## src/rtl/fpga_stream_source_if.sv

```systemverilog
// Avalon-MM control port and AXI4-Stream output bundle for fpga_stream_source.
// Modports: slave = design side (Avalon slave, stream master);
//           master = host/sink side (drives Avalon, accepts stream).
interface fpga_stream_source_if #(
    parameter int DATA_W = 8
);
    logic [2:0]        avs_address;
    logic              avs_chipselect;
    logic              avs_write_n;
    logic [31:0]       avs_writedata;
    logic [31:0]       avs_readdata;
    logic [DATA_W-1:0] axis4_m_tdata;
    logic              axis4_m_tvalid;
    logic              axis4_m_tlast;
    logic              axis4_m_tready;

    modport slave (
        input  avs_address,
        input  avs_chipselect,
        input  avs_write_n,
        input  avs_writedata,
        output avs_readdata,
        output axis4_m_tdata,
        output axis4_m_tvalid,
        output axis4_m_tlast,
        input  axis4_m_tready
    );

    modport master (
        output avs_address,
        output avs_chipselect,
        output avs_write_n,
        output avs_writedata,
        input  avs_readdata,
        input  axis4_m_tdata,
        input  axis4_m_tvalid,
        input  axis4_m_tlast,
        output axis4_m_tready
    );
endinterface

```

## src/rtl/fpga_stream_source.sv

```systemverilog
// Command-driven block-RAM source: Avalon-MM registers write/read single words
// and stream a start/length window out AXI4-Stream with full backpressure.
// Ports: clk, reset (async, active-high), bus (fpga_stream_source_if.slave).
module fpga_stream_source #(
    parameter int DATA_W = 8,
    parameter int ADDR_W = 5
) (
    input logic                 clk,
    input logic                 reset,
    fpga_stream_source_if.slave bus
);
    localparam int DEPTH = 1 << ADDR_W;

    localparam logic [2:0] A_CTRL  = 3'd0;
    localparam logic [2:0] A_STAT  = 3'd1;
    localparam logic [2:0] A_ADDR  = 3'd2;
    localparam logic [2:0] A_WDATA = 3'd3;
    localparam logic [2:0] A_RDATA = 3'd4;
    localparam logic [2:0] A_BEATS = 3'd5;

    typedef enum logic [1:0] {IDLE, WR, RD, DUMP} state_t;

    state_t            state_q, state_d;
    logic              err_q, err_d;
    logic [ADDR_W-1:0] addr_q, addr_d;
    logic [ADDR_W-1:0] len_q, len_d;
    logic [DATA_W-1:0] wdata_q, wdata_d;
    logic [DATA_W-1:0] rdata_q, rdata_d;
    logic [31:0]       beats_q, beats_d;

    // Command snapshot taken when GO is accepted.
    logic [ADDR_W-1:0] cmd_addr_q, cmd_addr_d;
    logic [ADDR_W-1:0] cmd_len_q, cmd_len_d;
    logic [DATA_W-1:0] cmd_wdata_q, cmd_wdata_d;
    logic              rd_ph_q, rd_ph_d;

    // Dump read-ahead: issue counter, word in RAM output, skid, output beat.
    logic [ADDR_W-1:0] iss_cnt_q, iss_cnt_d;
    logic              iss_done_q, iss_done_d;
    logic              rv_q, rv_d;
    logic              rlast_q, rlast_d;
    logic              skid_v_q, skid_v_d;
    logic              skid_last_q, skid_last_d;
    logic [DATA_W-1:0] skid_data_q, skid_data_d;
    logic              tvalid_q, tvalid_d;
    logic              tlast_q, tlast_d;
    logic [DATA_W-1:0] tdata_q, tdata_d;

    logic [DATA_W-1:0] mem [DEPTH];
    logic [DATA_W-1:0] ram_dout;
    logic              ram_re;
    logic              ram_we;
    logic [ADDR_W-1:0] ram_raddr;

    logic        wr_en;
    logic        go;
    logic        pop;
    logic        busy;
    logic [1:0]  cmd;
    logic [1:0]  occ;
    logic [31:0] rd_mux;
    logic        unused_wd;

    assign wr_en = bus.avs_chipselect && !bus.avs_write_n;
    assign cmd   = bus.avs_writedata[2:1];
    assign go    = wr_en && (bus.avs_address == A_CTRL) && bus.avs_writedata[0];
    assign pop   = tvalid_q && bus.axis4_m_tready;
    assign busy  = (state_q != IDLE);
    assign unused_wd = ^bus.avs_writedata;

    // Words held or landing after this edge's pop; at most two fit downstream.
    assign occ = 2'(tvalid_q) + 2'(skid_v_q) + 2'(rv_q) - 2'(pop);

    always_comb begin
        state_d     = state_q;
        err_d       = err_q;
        addr_d      = addr_q;
        len_d       = len_q;
        wdata_d     = wdata_q;
        rdata_d     = rdata_q;
        beats_d     = beats_q + 32'(pop);
        cmd_addr_d  = cmd_addr_q;
        cmd_len_d   = cmd_len_q;
        cmd_wdata_d = cmd_wdata_q;
        rd_ph_d     = rd_ph_q;
        iss_cnt_d   = iss_cnt_q;
        iss_done_d  = iss_done_q;
        rv_d        = 1'b0;
        rlast_d     = rlast_q;
        skid_v_d    = skid_v_q;
        skid_last_d = skid_last_q;
        skid_data_d = skid_data_q;
        tvalid_d    = tvalid_q;
        tlast_d     = tlast_q;
        tdata_d     = tdata_q;
        ram_re      = 1'b0;
        ram_we      = 1'b0;
        ram_raddr   = cmd_addr_q + iss_cnt_q;

        if (wr_en) begin
            case (bus.avs_address)
                A_STAT: if (bus.avs_writedata[1]) err_d = 1'b0;
                A_ADDR: begin
                    addr_d = bus.avs_writedata[ADDR_W-1:0];
                    len_d  = bus.avs_writedata[ADDR_W+15:16];
                end
                A_WDATA: wdata_d = bus.avs_writedata[DATA_W-1:0];
                A_BEATS: beats_d = '0;
                default: ;
            endcase
        end

        unique case (state_q)
            IDLE: ;
            WR: begin
                ram_we  = 1'b1;
                state_d = IDLE;
            end
            RD: begin
                if (!rd_ph_q) begin
                    ram_re  = 1'b1;
                    rd_ph_d = 1'b1;
                end else begin
                    rdata_d = ram_dout;
                    state_d = IDLE;
                end
            end
            DUMP: begin
                // Oldest-first: output beat, skid, then the word leaving RAM.
                if (tvalid_q && !pop) begin
                    if (!skid_v_q && rv_q) begin
                        skid_v_d    = 1'b1;
                        skid_data_d = ram_dout;
                        skid_last_d = rlast_q;
                    end
                end else if (skid_v_q) begin
                    tvalid_d    = 1'b1;
                    tdata_d     = skid_data_q;
                    tlast_d     = skid_last_q;
                    skid_v_d    = rv_q;
                    skid_data_d = ram_dout;
                    skid_last_d = rlast_q;
                end else begin
                    tvalid_d = rv_q;
                    tlast_d  = rv_q && rlast_q;
                    if (rv_q) tdata_d = ram_dout;
                end

                if (!iss_done_q && occ <= 2'd1) begin
                    ram_re    = 1'b1;
                    rv_d      = 1'b1;
                    rlast_d   = (iss_cnt_q == cmd_len_q);
                    iss_done_d = (iss_cnt_q == cmd_len_q);
                    iss_cnt_d = iss_cnt_q + ADDR_W'(1);
                end

                if (pop && tlast_q) state_d = IDLE;
            end
        endcase

        // Busy GO and the reserved command both flag an error; set beats clear.
        if (go) begin
            if (busy || cmd == 2'b11) begin
                err_d = 1'b1;
            end else begin
                cmd_addr_d  = addr_q;
                cmd_len_d   = len_q;
                cmd_wdata_d = wdata_q;
                rd_ph_d     = 1'b0;
                iss_cnt_d   = '0;
                iss_done_d  = 1'b0;
                unique case (cmd)
                    2'b00:   state_d = RD;
                    2'b01:   state_d = WR;
                    default: state_d = DUMP;
                endcase
            end
        end
    end

    always_ff @(posedge clk or posedge reset) begin
        if (reset) begin
            state_q     <= IDLE;
            err_q       <= 1'b0;
            addr_q      <= '0;
            len_q       <= '0;
            wdata_q     <= '0;
            rdata_q     <= '0;
            beats_q     <= '0;
            cmd_addr_q  <= '0;
            cmd_len_q   <= '0;
            cmd_wdata_q <= '0;
            rd_ph_q     <= 1'b0;
            iss_cnt_q   <= '0;
            iss_done_q  <= 1'b0;
            rv_q        <= 1'b0;
            rlast_q     <= 1'b0;
            skid_v_q    <= 1'b0;
            skid_last_q <= 1'b0;
            skid_data_q <= '0;
            tvalid_q    <= 1'b0;
            tlast_q     <= 1'b0;
            tdata_q     <= '0;
        end else begin
            state_q     <= state_d;
            err_q       <= err_d;
            addr_q      <= addr_d;
            len_q       <= len_d;
            wdata_q     <= wdata_d;
            rdata_q     <= rdata_d;
            beats_q     <= beats_d;
            cmd_addr_q  <= cmd_addr_d;
            cmd_len_q   <= cmd_len_d;
            cmd_wdata_q <= cmd_wdata_d;
            rd_ph_q     <= rd_ph_d;
            iss_cnt_q   <= iss_cnt_d;
            iss_done_q  <= iss_done_d;
            rv_q        <= rv_d;
            rlast_q     <= rlast_d;
            skid_v_q    <= skid_v_d;
            skid_last_q <= skid_last_d;
            skid_data_q <= skid_data_d;
            tvalid_q    <= tvalid_d;
            tlast_q     <= tlast_d;
            tdata_q     <= tdata_d;
        end
    end

    // Block RAM: one write port, one registered read port, no reset.
    always_ff @(posedge clk) begin
        if (ram_we) mem[cmd_addr_q] <= cmd_wdata_q;
        if (ram_re) ram_dout <= mem[ram_raddr];
    end

    always_comb begin
        rd_mux = '0;
        case (bus.avs_address)
            A_STAT: rd_mux[1:0] = {err_q, busy};
            A_ADDR: begin
                rd_mux[ADDR_W-1:0]     = addr_q;
                rd_mux[ADDR_W+15:16]   = len_q;
            end
            A_WDATA: rd_mux[DATA_W-1:0] = wdata_q;
            A_RDATA: rd_mux[DATA_W-1:0] = rdata_q;
            A_BEATS: rd_mux = beats_q;
            default: ;
        endcase
    end

    assign bus.avs_readdata   = rd_mux;
    assign bus.axis4_m_tdata  = tdata_q;
    assign bus.axis4_m_tvalid = tvalid_q;
    assign bus.axis4_m_tlast  = tlast_q;
endmodule

```

## src/flat_wrapper.sv

```systemverilog
// flat-port wrapper written by rule: the top's interface ports become plain ports
module fpga_stream_source_flat 
#(
    parameter int DATA_W = 8,
    parameter int ADDR_W = 5
)
  (clk, reset, bus_avs_address, bus_avs_chipselect, bus_avs_write_n, bus_avs_writedata, bus_avs_readdata, bus_axis4_m_tdata, bus_axis4_m_tvalid, bus_axis4_m_tlast, bus_axis4_m_tready);
  fpga_stream_source_if #(.DATA_W(DATA_W)) bus_i ();
  input logic clk;
  input logic reset;
  input wire logic [$bits(bus_i.avs_address)-1:0] bus_avs_address;
  input wire logic [$bits(bus_i.avs_chipselect)-1:0] bus_avs_chipselect;
  input wire logic [$bits(bus_i.avs_write_n)-1:0] bus_avs_write_n;
  input wire logic [$bits(bus_i.avs_writedata)-1:0] bus_avs_writedata;
  output wire logic [$bits(bus_i.avs_readdata)-1:0] bus_avs_readdata;
  output wire logic [$bits(bus_i.axis4_m_tdata)-1:0] bus_axis4_m_tdata;
  output wire logic [$bits(bus_i.axis4_m_tvalid)-1:0] bus_axis4_m_tvalid;
  output wire logic [$bits(bus_i.axis4_m_tlast)-1:0] bus_axis4_m_tlast;
  input wire logic [$bits(bus_i.axis4_m_tready)-1:0] bus_axis4_m_tready;
  assign bus_i.avs_address = bus_avs_address;
  assign bus_i.avs_chipselect = bus_avs_chipselect;
  assign bus_i.avs_write_n = bus_avs_write_n;
  assign bus_i.avs_writedata = bus_avs_writedata;
  assign bus_avs_readdata = bus_i.avs_readdata;
  assign bus_axis4_m_tdata = bus_i.axis4_m_tdata;
  assign bus_axis4_m_tvalid = bus_i.axis4_m_tvalid;
  assign bus_axis4_m_tlast = bus_i.axis4_m_tlast;
  assign bus_i.axis4_m_tready = bus_axis4_m_tready;
  fpga_stream_source #(.DATA_W(DATA_W), .ADDR_W(ADDR_W)) u_core (.clk(clk), .reset(reset), .bus(bus_i));
endmodule
```

## config.mk

```make
export PLATFORM = sky130hd
export DESIGN_NAME = fpga_stream_source_flat
export DESIGN_NICKNAME = d
export VERILOG_FILES = /design/src/rtl/fpga_stream_source_if.sv /design/src/rtl/fpga_stream_source.sv /design/src/flat_wrapper.sv
export SDC_FILE = /design/constraint.sdc
export NUM_CORES = 1
export LEC_CHECK = 0
export CAP_MARGIN = 40
export CELL_PAD_IN_SITES_DETAIL_PLACEMENT = 1
export CELL_PAD_IN_SITES_GLOBAL_PLACEMENT = 1
export CORE_MARGIN = 4
export CORE_UTILIZATION = 40
export CTS_BUF_LIST = sky130_fd_sc_hd__clkbuf_4 sky130_fd_sc_hd__clkbuf_8
export CTS_CLUSTER_DIAMETER = 120
export DETAILED_ROUTE_END_ITERATION = 8
export DONT_BUFFER_PORTS = 1
export PLACE_DENSITY = 0.64
export SETUP_SLACK_MARGIN = 0.2
export SYNTH_ARGS = -nofsm -noshare
export SYNTH_HDL_FRONTEND = slang
export SYNTH_SLANG_ARGS = --single-unit
```

## constraint.sdc

```tcl
create_clock -name clk -period 9.5 [get_ports clk]
set_input_delay 0.95 -clock clk [delete_from_list [all_inputs] [get_ports clk]]
set_output_delay 0.95 -clock clk [all_outputs]
set_load 0.02 [all_outputs]
```

==> impl.org, run 1 <==
** Yosys
- For this run, the number of Yosys warnings is 0.
- Counting every net in the synthesized netlist gives 1252.
- Proportion of synthesized chip area in sequential cells :: 0.661
- Post-synth EDFFs :: 264
- For this run, the leading register cell type out of synthesis is sky130_fd_sc_hd__edfxtp_1.
- Counting flops with an async set or reset pin after synthesis yields a share of 0.290.
- Of the post-synthesis cell area, the dominant cell type holds 0.493.
- Number of different library cells in the post-synthesis netlist :: 52
- Mean area per synthesized cell :: 13.4 sq um
- Synthesis inferred 372 register bits.
- The commonest cells after synthesis are 264 x sky130_fd_sc_hd__edfxtp_1, 116 x sky130_fd_sc_hd__nor2b_1, 112 x sky130_fd_sc_hd__a2111oi_0, 108 x sky130_fd_sc_hd__dfrtp_1, 84 x sky130_fd_sc_hd__nor2_1.
- The cell count after synthesis came out at approximately 1200.
- Cell type with the largest total area after synthesis :: sky130_fd_sc_hd__edfxtp_1
- Cell types occupying the most area after synthesis :: sky130_fd_sc_hd__edfxtp_1 49%, sky130_fd_sc_hd__dfrtp_1 17%, sky130_fd_sc_hd__a2111oi_0 6.1%
- Among all cell types in the netlist, the one instantiated most often is sky130_fd_sc_hd__edfxtp_1.
- Post-Syn Area :: 16100 sq um

** CTS
- After clock tree synthesis, the repair step resized 0 gates.
- Clk sink count :: ~370
- The later pin in the worst-skew pair is clocked with a latency of ~600 ps.
- Number of buffers added by the clock tree synthesis step :: 66
- Setup bufs post-CTS :: 0
- H-tree depth reported by CTS :: 3
- Cts-stage hold buffer count :: 0
- CTS Buffer Depth :: 3
- The cell sitting at the root of the clock tree is a sky130_fd_sc_hd__clkbuf_8.
- Clock edge transition at the registers on the reported setup and hold paths :: 60 ps
- TritonCTS built the clock tree.

** Global routing
- Pin count of the biggest net entering global routing :: 91
- Antenna violations before repair :: 2
- Global-route wire length before repair :: 64200 um
- Global routing finished with a remaining overflow of 0.
- The via count of the first global-routing pass is 10385.
- Aggregate global-route resource usage :: 0.189

** Timing
- Max Fclk :: approximately 0.23 GHz
- The final count of pins violating max slew is 0.
- Worst Tran Pin Value :: 905 ps
- The hold violation total from the final report came to 0.
- Across the routed clock network, the largest skew measured is 32.9 ps.
- Headroom to the max-slew limit :: 0.381
- Summed negative setup slack over all endpoints :: 0 ps
- Setup violations remaining at the end of the flow were counted as 0.
- Hold timing on the final database bottoms out at a slack of 275 ps.
- Minimum setup slack in the final design :: approximately 5100 ps
- Setup repair after global routing left no endpoint under its margin.
- Final critical delay including setup and external delays :: 4420 ps
- In the finished design, the share of the clock period the worst path needs comes to 0.465.

** Drt
- Wire segments on met3 add up to 1450 um in the final route.
- Number of search-and-repair iterations in the first detailed-routing pass :: 5
- Routed len/inst :: 23.2 um
- Number of nets with antenna violations after routing :: 0
- Via count of the routed design :: slightly above 10000
- Detailed routing placed a total of roughly 20000 um of wire on met2.
- DRC marker count from the first detailed-route iteration :: 613
- The highest metal layer carrying signal wires in the routed design is met4.
- Detailed-route wire length :: about 42000 um
- M1 WL :: between 15000 and 20000 um
- Via density per instance :: 5.62
- After detailed routing, the number of remaining DRC violations is 0.

** Layout
- Area added between synthesis and finish :: 12.3%
- Final-stage net count :: 1275
- Measured on the finished design, the core utilization comes to 0.455.
- Fill cells :: 4046
- Fraction of layout instances using a drive strength above 1 :: 0.144
- Final std cells w/o fill :: 1794

** Floorplan
- The floorplan has 73 rows.
- Num ports :: 82
- In this run the standard cell core region covers 39700 sq um.
- Measured along the x axis, the die boundary spans around 210 um.
- Die span in y :: 209 um
- Die footprint :: ~44000 sq um
- The initial utilization of the core area, before any placement, comes to 0.405.

** Critical path
- Endpoint of the most critical setup path :: u_core.ram_dout[2]$_DFFE_PP_
- Required time at the worst-slack endpoint :: 9790 ps
- In this run the critical register-to-register path is captured at u_core.ram_dout[2]$_DFFE_PP_.
- STA puts the critical path data arrival time at about 4700 ps.
- Type of element capturing the critical path :: register
- The startpoint identified for the worst register-to-register timing path is u_core.iss_cnt_q[0]$_DFF_PP0_.
- The critical path is of the register to register type.
- Critical Path Start :: u_core.iss_cnt_q[0]$_DFF_PP0_
- Number of cells on the worst reg-to-reg path :: 8
- Crit path launch type :: register
- Worst reg-to-reg setup slack :: between 5000 and 6000 ps
- Biggest fanout along the worst timing path :: 90

** Power and ir drop
- Dividing total power by cell area gives a power density of between 200 and 250 nW/um^2.
- Leakage component of the power :: 6.51 nW
- VDD sags by at most 89.0 uV.

** Job
- Across the run, the number of max-cap violations was 0.

** Place
- The HPWL after detailed placement is 26800 um.
- Input and output buffers added on the ports amount to 0.
- Number of placed instances with taps included :: between 1500 and 2000
- RD Place Congestion :: 0.775
- Pre-CTS setup slack :: around 5100 ps

** Status
- The flow ran to the end, and the final reports show no timing, DRC or antenna violations.

** Hold path
- Min-delay worst type :: input pin to asynchronous set/reset pin
power by group:
group	switching [mW]	internal, mW
Sequential	0.0857	1.84
Clock	0.637	0.764
Combinational	0.478	0.240
Total	1.20	2.84
area by class of cell:
| class | instances | area, sq um | share of cell area |
|---|---|---|---|
| multi-input combinational | 739 | 5120 | 0.283 |
| clock inverter | 21 | 88.8 | 0.00492 |
| clock buffer | 89 | 1130 | 0.0626 |
| inverter | 9 | 36.3 | 0.00201 |
| sequential | 372 | 10600 | 0.588 |
| antenna | 2 | 5.00 | 0.000277 |
| tap | 525 | 657 | 0.0363 |
| timing repair buffer | 37 | 402 | 0.0222 |
state kept, by name, summed over array words and instances, names as in the netlist, 8 cells and up:
signal                    cells
u_core.beats_q               32
u_core.bus.axis4_m_tdata      8
u_core.cmd_wdata_q            8
u_core.mem                  256
u_core.ram_dout               8
u_core.rdata_q                8
u_core.skid_data_q            8
u_core.wdata_q                8
routing by layer:
metal	GRT usage	vias to the layer above
li1	-	4616
met1	0.270	5218
met2	0.302	179
met3	0.0335	65
met4	0.0500	0
met5	0	-
logic make-up after synthesis:
logic type,count (synthesis),share of synthesized area
adder cells (fa/ha/maj),10,0.00824
multiplexers,91,0.0595
buffers and inverters,91,0.0232
AO/OA/AOI/OAI,173,0.0855
XOR/XNOR,40,0.0236
AND/OR/NAND/NOR,425,0.139
flip-flops,372,0.661
per-stage QoR:
| stage | instance area [sq um] | total power [mW] |
|---|---|---|
| finish | 18100 | 4.05 |
| detailed placement | 16800 | 2.68 |
| floorplan | 16100 | 2.39 |
| global placement | 16600 | 2.64 |
| CTS | 18100 | 4.09 |
| global route | 18100 | 4.23 |
critical path, cell delays in order, from the launching register on:
cell and delay, ps:
sky130_fd_sc_hd__dfrtp_1 460, sky130_fd_sc_hd__ha_2 230, sky130_fd_sc_hd__fa_4 1130, sky130_fd_sc_hd__buf_4 790, sky130_fd_sc_hd__nor2b_1 90, sky130_fd_sc_hd__a2111oi_0 800
sky130_fd_sc_hd__nor4_1 280, sky130_fd_sc_hd__mux2i_1 200, sky130_fd_sc_hd__mux2i_1 140
worst min path at each step:
stage | startpoint | to | cells after the start
floorplan | u_core.err_q$_DFF_PP0_ | u_core.err_q$_DFF_PP0_ | 2
global placement | u_core.iss_done_q$_DFF_PP0_ | u_core.iss_done_q$_DFF_PP0_ | 1
detailed placement | u_core.iss_done_q$_DFF_PP0_ | u_core.iss_done_q$_DFF_PP0_ | 1
CTS | reset | u_core.bus.axis4_m_tdata[6]$_DFFE_PP0P_ | 1
global route | reset | u_core.bus.axis4_m_tdata[2]$_DFFE_PP0P_ | 1
finish | reset | u_core.bus.axis4_m_tdata[6]$_DFFE_PP0P_ | 1
placed cells by master (no fill, tap or decap), types with 5 or more instances in the layout:
cell,instances
sky130_fd_sc_hd__and4_1,5
sky130_fd_sc_hd__nand4_1,9
sky130_fd_sc_hd__nor3_1,11
sky130_fd_sc_hd__buf_16,5
sky130_fd_sc_hd__clkbuf_8,74
sky130_fd_sc_hd__a22o_1,8
sky130_fd_sc_hd__mux2_2,37
sky130_fd_sc_hd__xnor2_1,27
sky130_fd_sc_hd__nor4_1,35
sky130_fd_sc_hd__and2_1,5
sky130_fd_sc_hd__clkbuf_4,15
sky130_fd_sc_hd__a2111oi_0,112
sky130_fd_sc_hd__nand3_1,29
sky130_fd_sc_hd__edfxtp_1,264
sky130_fd_sc_hd__xor2_1,9
sky130_fd_sc_hd__or3_1,6
sky130_fd_sc_hd__dfrtp_1,108
sky130_fd_sc_hd__nor2_1,84
sky130_fd_sc_hd__inv_1,7
sky130_fd_sc_hd__o21ai_0,9
sky130_fd_sc_hd__clkinv_1,17
sky130_fd_sc_hd__nand2b_1,5
sky130_fd_sc_hd__ha_1,8
sky130_fd_sc_hd__a21oi_1,23
sky130_fd_sc_hd__nand2_1,78
sky130_fd_sc_hd__and3_1,25
sky130_fd_sc_hd__buf_4,27
sky130_fd_sc_hd__mux2i_1,54
sky130_fd_sc_hd__nor2b_1,115
sky130_fd_sc_hd__a21o_1,5
(Power assumes the default switching activity.)
==> inputs of run 2 (changes only) <==
--- a/config.mk
+++ b/config.mk
@@ -5,6 +5,7 @@
 export SDC_FILE = /design/constraint.sdc
 export NUM_CORES = 1
 export LEC_CHECK = 0
+export ABC_AREA = 1
 export CAP_MARGIN = 40
 export CELL_PAD_IN_SITES_DETAIL_PLACEMENT = 1
 export CELL_PAD_IN_SITES_GLOBAL_PLACEMENT = 1
@@ -14,7 +15,7 @@
 export CTS_CLUSTER_DIAMETER = 120
 export DETAILED_ROUTE_END_ITERATION = 8
 export DONT_BUFFER_PORTS = 1
-export PLACE_DENSITY = 0.64
+export PLACE_DENSITY = 0.67
 export SETUP_SLACK_MARGIN = 0.2
 export SYNTH_ARGS = -nofsm -noshare
 export SYNTH_HDL_FRONTEND = slang
==> constraint.sdc (replaced) <==
create_clock -name clk -period 4.6 [get_ports clk]
set_input_delay 0.46 -clock clk [delete_from_list [all_inputs] [get_ports clk]]
set_output_delay 0.46 -clock clk [all_outputs]
set_load 0.02 [all_outputs]
==> run 2 against run 1 <==
Compared with the run above: die area grew 3.8%; via count grew 20%; maximum frequency up 50%; clock power rose by 130%; critical path depth stayed put; global-route usage increased by 1.7 points; combinational power increased to 4.2 times the previous value; clock skew down 14 ps; critical path type unchanged; critical endpoint is now u_core.ram_dout[6]$_DFFE_PP_; largest power group unchanged.
==> impl.org, run 2 <==
** Status
- Result of the run :: finished, final reports clean

** Floorplan
- Starting Density :: 0.407 (+0.00204)
- The floorplan die area was 45200 sq um (+3.8%).
- Placeable core region :: 41100 sq um (+3.5%)
- Num ports :: 82 (unchanged)
- The height of the die came to 213 um (+1.9%).
- Number of placement rows :: 74 (+1.4%)
- Die Wd :: 213 um (+1.9%)

** Timing
- The final count of pins violating max slew is 0 (unchanged).
- Final-layout worst hold slack :: 78.4 ps (-197 ps)
- Ratio of final minimum period to clock period :: 0.642 (+0.177)
- Hold violation total from the final report :: 0 (unchanged)
- Setup repair after global routing left no endpoint under its margin.
- Minimum setup slack in the final design :: 1650 ps (-3440 ps)
- Headroom to the max-slew limit :: 0.432 (+0.0504)
- Final critical delay including setup and external delays :: 2950 ps (-1460 ps)
- The final count of negative-setup-slack endpoints was 0 (unchanged).
- Worst Tran Pin Value :: 850 ps (-55.4 ps)
- Summed negative setup slack over all endpoints :: 0 ps (unchanged)
- Max Fclk :: 0.339 GHz (+50%)
- The worst setup skew after layout came to 19.2 ps (-13.6 ps).

** CTS
- Number of buffers added by the clock tree synthesis step :: 67 (+1.5%)
- H-tree depth reported by CTS :: 3 (unchanged)
- The deepest clock path buffer count is 3 (unchanged).
- Clock tree root buffer cell :: sky130_fd_sc_hd__clkbuf_8
- Clock insertion delay at the later pin of the skew report :: 590 ps (about the same)
- The post-CTS resize count came to 0 (unchanged).
- Clk sink count :: 372 (unchanged)
- The clock edge transition at the registers on the reported setup and hold paths came to 60 ps (about the same).
- CTS tree :: built

** Layout
- Leading cell type in the layout, fill and taps excluded :: sky130_fd_sc_hd__nand2_1
- The post-route non-filler standard cell count was 2363 (+32%).
- Antenna diodes :: 0 (-2)
- The fraction of the core area covered by cells at the end of the flow came to 0.456 (+0.00141).
- The fraction of final layout cells sized beyond drive strength 1 is 0.0994 (-0.0450).
- Registers with the most flip-flops :: u_core.mem (256), u_core.beats_q (32)
- Number of flip-flops under the largest register name :: 256 (unchanged)
- Top register by number of flip-flops :: u_core.mem
- Relative to the synthesized area, the layout overhead comes to 12.1%.
- Highest-count cells in the layout ignoring fill and taps :: 554 x sky130_fd_sc_hd__nand2_1, 264 x sky130_fd_sc_hd__edfxtp_1, 240 x sky130_fd_sc_hd__nand3_1, 204 x sky130_fd_sc_hd__inv_1, 126 x sky130_fd_sc_hd__nor2_1
- Final-stage net count :: 1832 (+44%)

** Place
- Pre-CTS setup slack :: 1650 ps (-3440 ps)
- RD Place Congestion :: 0.805 (+3.9%)
- Port Buffers :: 0 (unchanged)
- The number of placed cells counting well taps is 2230 (+33%).
- The post-detailed-placement half-perimeter wirelength was 30100 um (+13%).

** Yosys
- Post-synth top area share :: 0.474 (-0.0189)
- Post-synth EDFFs :: 264 (unchanged)
- The cell area after synthesis is 16700 sq um (+4.0%).
- By instance count, the leading cell after synthesis is sky130_fd_sc_hd__nand2_1.
- Post-synth top cells :: 554 x sky130_fd_sc_hd__nand2_1, 264 x sky130_fd_sc_hd__edfxtp_1, 240 x sky130_fd_sc_hd__nand3_1, 206 x sky130_fd_sc_hd__inv_1, 126 x sky130_fd_sc_hd__nor2_1
- The mean post-synth cell area is 9.61 sq um (-28%).
- The total number of yosys warnings came to 0 (unchanged).
- The number of flip-flops and latches in the synthesized netlist is 372 (unchanged).
- The fraction of registers with async set/reset was 0.290 (unchanged).
- Synth Net Count :: 1792 (+43%)
- Among all flip-flop cells after synthesis, the most frequent one is sky130_fd_sc_hd__edfxtp_1.
- The number of different library cells in the post-synthesis netlist was 35 (-33%).
- Yosys attributes the largest share of cell area to sky130_fd_sc_hd__edfxtp_1 47%, sky130_fd_sc_hd__dfrtp_1 16%, sky130_fd_sc_hd__nand2_1 12%.
- The part of the Yosys area used for sequential elements is 0.635 (-0.0253).
- Cell type with the largest total area after synthesis :: sky130_fd_sc_hd__edfxtp_1
- Gate Count Post-Synth :: 1742 (+45%)

** Global routing
- Total gr overflow :: 0 (unchanged)
- The via count of the first global-routing pass came to 12606 (+21%).
- The overall fraction of global-route tracks in use came to 0.205 (+0.0165).
- Global-route wire length before repair :: 71300 um (+11%)
- The maximum number of pins on one net before global-route repair is 81 (-11%).
- Antenna violations before repair :: 0 (-2)

** Drt
- The number of violations reported at the end of detailed-routing iteration 0 is 535 (-13%).
- Top layer used by detailed routing :: met4
- M1 WL :: 20400 um (+4.6%)
- Via density per instance :: 5.11 (-9.1%)
- Number of search-and-repair iterations in the first detailed-routing pass :: 5 (unchanged)
- The met2 wire length came to 22000 um (+11%).
- The number of remaining DRC errors is 0 (unchanged).
- Via count of the routed design :: 12066 (+20%)
- The total wire length after detailed routing came to 46100 um (+11%).
- The detail-routed net length per standard cell came to 19.5 um (-16%).
- Number of nets with antenna violations after routing :: 0 (unchanged)
- The met3 wirelength from detailed routing came to 2020 um (+39%).

** Job
- The count of maximum capacitance violations was 0 (unchanged).

** Critical path
- The critical path data arrival time came to 3280 ps (-1430 ps).
- Required time at the worst-slack endpoint :: 4930 ps (-4860 ps)
- Worst reg-to-reg setup slack :: 1650 ps (-3440 ps)
- The worst setup path is launched from a register.
- The largest fanout on the critical path came to 64 (-29%).
- Type of element capturing the critical path :: register
- Critical Setup Path Class :: register to register

** Power and ir drop
- The total power divided by cell area came to 545 nW/um^2 (+140%).
- The leakage power figure came to 7.85 nW (+21%).
- The worst supply voltage drop on vdd is 271 uV (+200%).

** Hold path
- In this run the worst hold path is classified as input pin to register.
-- run 2: path summary, 6_finish.rpt --
kind	start	cells past startpoint	to
worst min-delay path	bus_avs_writedata[3]	2	u_core.wdata_q[3]$_DFFE_PP0P_
worst max-delay path	u_core.iss_cnt_q[0]$_DFF_PP0_	8	u_core.ram_dout[6]$_DFFE_PP_
max in group asynchronous	reset	4	u_core.beats_q[21]$_DFF_PP0_
min in group asynchronous	reset	2	u_core.skid_data_q[2]$_DFFE_PP0P_
worst max register to register	u_core.iss_cnt_q[0]$_DFF_PP0_	8	u_core.ram_dout[6]$_DFFE_PP_
worst min register to register	u_core.skid_data_q[4]$_DFFE_PP0P_	2	u_core.skid_data_q[4]$_DFFE_PP0P_
-- run 2: repair_timing --
item                      4_1_cts  5_1_grt
hold buffers                   12        0
hold endpoints to repair       35        0
setup buffers                   0        0
-- run 2: per-stage QoR --
| stage | power [mW] | instance area (sq um) |
|---|---|---|
| final | 10.2 | 18800 |
| after global routing | 10.8 | 18800 |
| after CTS | 10.3 | 18700 |
| after detailed placement | 7.14 | 17300 |
| after global placement | 7.05 | 17200 |
| after floorplan | 6.09 | 16700 |
-- run 2: report_power, final --
part	total, mW	switching (mW)	internal, mW	leakage [nW]
Sequential	4.02	0.180	3.84	3.83
Combinational	3.05	2.20	0.841	3.30
Clock	3.15	1.35	1.80	0.725
Total	10.2	3.73	6.48	7.85
-- run 2: cell families (layout without fill, tap and decap cells) --
family | count (synthesis) | after routing | synth area share
simple gates | 951 | 951 | 0.238
flops | 372 | 372 | 0.635
buf+inv | 276 | 365 | 0.0692
xor+xnor | 16 | 16 | 0.00837
compound gates | 115 | 115 | 0.0400
mux | 2 | 2 | 0.00135
fa+ha+maj | 10 | 10 | 0.00793
-- run 2: critical path, cell delays in order, from the launching register on --
cell and delay (ps):
sky130_fd_sc_hd__dfrtp_1 450, sky130_fd_sc_hd__ha_4 200, sky130_fd_sc_hd__fa_2 540, sky130_fd_sc_hd__buf_4 650
sky130_fd_sc_hd__nand3_1 200, sky130_fd_sc_hd__nand3_1 170, sky130_fd_sc_hd__nand3_1 200, sky130_fd_sc_hd__nand3_1 160
sky130_fd_sc_hd__nand2_1 90
-- run 2: layout make-up --
type                       instances  area (sq um)
fill                            4649         22400
inverter                         211           798
clock buffer                     104          1270
sequential                       372         10600
multi-input combinational       1094          4960
clock inverter                    14          88.8
tap                              532           666
timing repair buffer              36           343
-- run 2: per-layer routing --
layer | global-route usage | vias to the layer above
li1 | - | 5778
met5 | 0 | -
met4 | 0.0835 | 0
met2 | 0.335 | 216
met1 | 0.273 | 5982
met3 | 0.0384 | 90
==> inputs of run 3 (changes only) <==
--- a/config.mk
+++ b/config.mk
@@ -5,7 +5,7 @@
 export SDC_FILE = /design/constraint.sdc
 export NUM_CORES = 1
 export LEC_CHECK = 0
-export ABC_AREA = 1
+export ABC_AREA = 0
 export CAP_MARGIN = 40
 export CELL_PAD_IN_SITES_DETAIL_PLACEMENT = 1
 export CELL_PAD_IN_SITES_GLOBAL_PLACEMENT = 1
@@ -15,7 +15,7 @@
 export CTS_CLUSTER_DIAMETER = 120
 export DETAILED_ROUTE_END_ITERATION = 8
 export DONT_BUFFER_PORTS = 1
-export PLACE_DENSITY = 0.67
+export PLACE_DENSITY = 0.64
 export SETUP_SLACK_MARGIN = 0.2
 export SYNTH_ARGS = -nofsm -noshare
 export SYNTH_HDL_FRONTEND = slang
==> constraint.sdc (replaced) <==
create_clock -name clk -period 2.93 [get_ports clk]
set_input_delay 0.293 -clock clk [delete_from_list [all_inputs] [get_ports clk]]
set_output_delay 0.293 -clock clk [all_outputs]
set_load 0.02 [all_outputs]
==> run 3 against run 2 <==
Compared with the run above: the run now ends with negative setup slack left; sequential power rose by 53%; first-iteration DRC count increased by 58%; total power up 37%; critical path depth rose by 3; flip-flop and latch count unchanged; non-clock buffer count rose by 150; clock power grew 40%; global-route usage fell by 0.41 points; sequential share of layout area decreased by 3.1 points; cell count shrank 18%.
==> impl.org, run 3 (synthesized netlist as in run 1, its figures left out) <==
** Floorplan
- Starting Density :: 0.405 (-0.00204)
- Die footprint :: 43500 sq um (-3.7%)
- The number of rows created at floorplan is 73 (-1.4%).
- The total I/O pin count was 82 (unchanged).
- Placeable core region :: 39700 sq um (-3.4%)
- Die Wd :: 209 um (-1.9%)
- Die span in y :: 209 um (-1.9%)

** Critical path
- The critical path's largest stage delay was 730 ps (+80 ps).
- The number of buffer and inverter instances along the worst setup path is 4 (+3).
- Worst reg-to-reg setup slack :: -250 ps (-1900 ps)
- By instance count, the cell type seen most on the critical path is sky130_fd_sc_hd__buf_4.
- Crit path launch type :: register
- Arrival time worst endpoint :: 3650 ps (+370 ps)
- CP delay by family, top :: adder cells
- The largest fanout on the critical path is 9 (-86%).
- The required time of the worst setup path is 3390 ps (-1540 ps).
- The worst setup path is captured at a register.
- Critical Setup Path Class :: register to register
- Ordered cell list for the critical path :: ha_2 -> fa_4 -> buf_12 -> buf_4 -> nor2b_1 -> a2111oi_2 -> buf_4 -> nor4_1 -> mux2i_1 -> buf_4 -> mux2i_1
- Cell with the largest stage delay on the worst path :: sky130_fd_sc_hd__fa_4

** Global routing
- Total gr overflow :: 0 (unchanged)
- Aggregate global-route resource usage :: 0.201 (-0.00414)
- Antenna violations before repair :: 2 (+2)
- Pin count of the biggest net entering global routing :: 41 (-49%)
- The first-pass GRT wire length was 68600 um (-3.7%).
- Via count of the first global-routing pass :: 11223 (-11%)

** Timing
- The worst setup skew after layout came to 15.2 ps (-4.04 ps).
- The setup slack after layout was -254 ps (-1900 ps).
- The final count of negative-setup-slack endpoints is 8 (+8).
- The upper clock frequency limit is 0.314 GHz (-7.3%).
- Setup repair after global routing could not meet its margin everywhere.
- Ratio of final minimum period to clock period :: 1.09 (+0.445)
- Final critical delay including setup and external delays :: 3180 ps (+232 ps)
- Count of pins over their slew limit :: 0 (unchanged)
- The hold violation total from the final report came to 0 (unchanged).
- Headroom to the max-slew limit :: 0.406 (-0.0260)
- Summed negative setup slack over all endpoints :: -1470 ps (-1470 ps)
- Worst Tran Pin Value :: 892 ps (+42.2 ps)

** CTS
- TritonCTS built the clock tree.
- Clock edge transition at the registers on the reported setup and hold paths :: 60 ps (about the same)
- Number of buffers added by the clock tree synthesis step :: 61 (-9.0%)
- Clock tree root buffer cell :: sky130_fd_sc_hd__clkbuf_8
- H-tree depth reported by CTS :: 2 (-1)
- The latest clock arrival within the worst-skew pair was 640 ps (+50 ps).
- The total clock sinks is 372 (unchanged).
- CTS Buffer Depth :: 3 (unchanged)

** Drt
- The detail-routed net length per standard cell is 22.9 um (+18%).
- The number of remaining DRC errors was 0 (unchanged).
- Detailed-route wire length :: 44600 um (-3.2%)
- Met3 wire length :: 1780 um (-12%)
- M1 WL :: 20100 um (-1.6%)
- DRC marker count from the first detailed-route iteration :: 847 (+58%)
- The number of nets with antenna violations after detailed routing is 0 (unchanged).
- The met2 wire length was 21500 um (-2.4%).
- Top layer used by detailed routing :: met5
- Number of search-and-repair iterations in the first detailed-routing pass :: 5 (unchanged)
- The via count was 10737 (-11%).
- The via count normalized by instance count is 5.52 (+8.2%).

** Layout
- From synthesis to final layout, the design area changed by 23.3%.
- Leading cell type in the layout, fill and taps excluded :: sky130_fd_sc_hd__edfxtp_1
- Cell area after layout :: 19800 sq um (+5.8%)
- Top register by number of flip-flops :: u_core.mem
- The net total in the final layout came to 1419 (-23%).
- Fill cells :: 3997 (-14%)
- Registers with the most flip-flops :: u_core.mem (256), u_core.beats_q (32)
- Total area of sequential cells :: 10600 sq um (about the same)
- Highest-count cells in the layout ignoring fill and taps :: 264 x sky130_fd_sc_hd__edfxtp_1, 140 x sky130_fd_sc_hd__buf_4, 114 x sky130_fd_sc_hd__nor2b_1, 108 x sky130_fd_sc_hd__dfrtp_1, 84 x sky130_fd_sc_hd__nor2_1
- The footprint of the multi-input gates came to 5550 sq um (+12%).
- Number of flip-flops under the largest register name :: 256 (unchanged)
- The fraction of the core area covered by cells at the end of the flow is 0.499 (+0.0431).
- The count of inserted antenna diode cells is 0 (unchanged).
- Fraction of layout instances using a drive strength above 1 :: 0.261 (+0.162)

** Job
- The count of maximum capacitance violations is 0 (unchanged).

** Power and ir drop
- The total power divided by cell area came to 708 nW/um^2 (+30%).
- Leakage component of the power :: 7.37 nW (-6.1%)
- The power consumption was 14.0 mW (+37%).
- Peak supply drop :: 330 uV (+22%)

** Status
- Result of the run :: finished with violations
- Violations in the final reports :: negative setup slack

** Place
- The post-detailed-placement half-perimeter wirelength came to 28200 um (-6.2%).
- RD Place Congestion :: 0.815 (+1.2%)
- Placed cell area :: 17800 sq um (+3.3%)
- Port Buffers :: 0 (unchanged)

** Hold path
- Min-delay worst type :: input pin to register
-- run 3: worst register-to-register path, stage by stage, from the launching register on --
cell,delay [ps]
sky130_fd_sc_hd__dfrtp_1,390
sky130_fd_sc_hd__ha_2,200
sky130_fd_sc_hd__fa_4,730
sky130_fd_sc_hd__buf_12,220
sky130_fd_sc_hd__buf_4,160
sky130_fd_sc_hd__nor2b_1,170
sky130_fd_sc_hd__a2111oi_2,70
sky130_fd_sc_hd__buf_4,140
sky130_fd_sc_hd__nor4_1,420
sky130_fd_sc_hd__mux2i_1,140
sky130_fd_sc_hd__buf_4,170
sky130_fd_sc_hd__mux2i_1,190
-- run 3: routing by layer --
layer	vias up	track usage
met3	77	0.0423
met1	5546	0.281
met2	200	0.320
li1	4910	-
met5	-	0
met4	4	0.0626
-- run 3: what timing repair did --
action / CTS / global route
resized for setup: 78 / 67
buffers inserted: 2 / 4
setup endpoints to repair: 8 / 14
gates cloned: 2 / 2
hold buffers: 20 / 0
pin swaps: 3 / 3
hold endpoints to repair: 132 / 0
-- run 3: cell type report --
cell class,instances,area share
multi-input cells,739,0.280
clock inverters,17,0.00353
repair buffers,186,0.0900
flip-flops and latches,372,0.536
well taps,525,0.0331
clock buffers,96,0.0562
inverters,9,0.00189
-- run 3: where the power goes --
part	switching (mW)	internal, mW	total (mW)
registers	0.189	5.97	6.16
logic	1.97	1.50	3.47
clock network	2.02	2.39	4.42
-- run 3: path summary, 6_finish.rpt --
kind | start | end | cells past startpoint
setup / recovery | u_core.iss_cnt_q[0]$_DFF_PP0_ | u_core.ram_dout[2]$_DFFE_PP_ | 11
hold / removal | bus_avs_address[1] | u_core.err_q$_DFF_PP0_ | 3
setup reg to reg | u_core.iss_cnt_q[0]$_DFF_PP0_ | u_core.ram_dout[2]$_DFFE_PP_ | 11
hold reg to reg | u_core.cmd_wdata_q[5]$_DFFE_PP0P_ | u_core.cmd_wdata_q[5]$_DFFE_PP0P_ | 2
max in group asynchronous | reset | u_core.beats_q[28]$_DFF_PP0_ | 4
min in group asynchronous | reset | u_core.beats_q[1]$_DFF_PP0_ | 3
-- run 3: stage by stage --
| stage | hold slack [ps] | std cells | worst slack [ps] |
|---|---|---|---|
| 2_1_floorplan | 444 | 1202 | 224 |
| 3_3_place_gp | 361 | 1800 | -316 |
| 3_5_place_dp | 58.6 | 1802 | -388 |
| 4_1_cts | 17.0 | 1939 | -206 |
| 5_1_grt | 83.3 | 1944 | -352 |
| 6_report | 80.9 | 1944 | -254 |
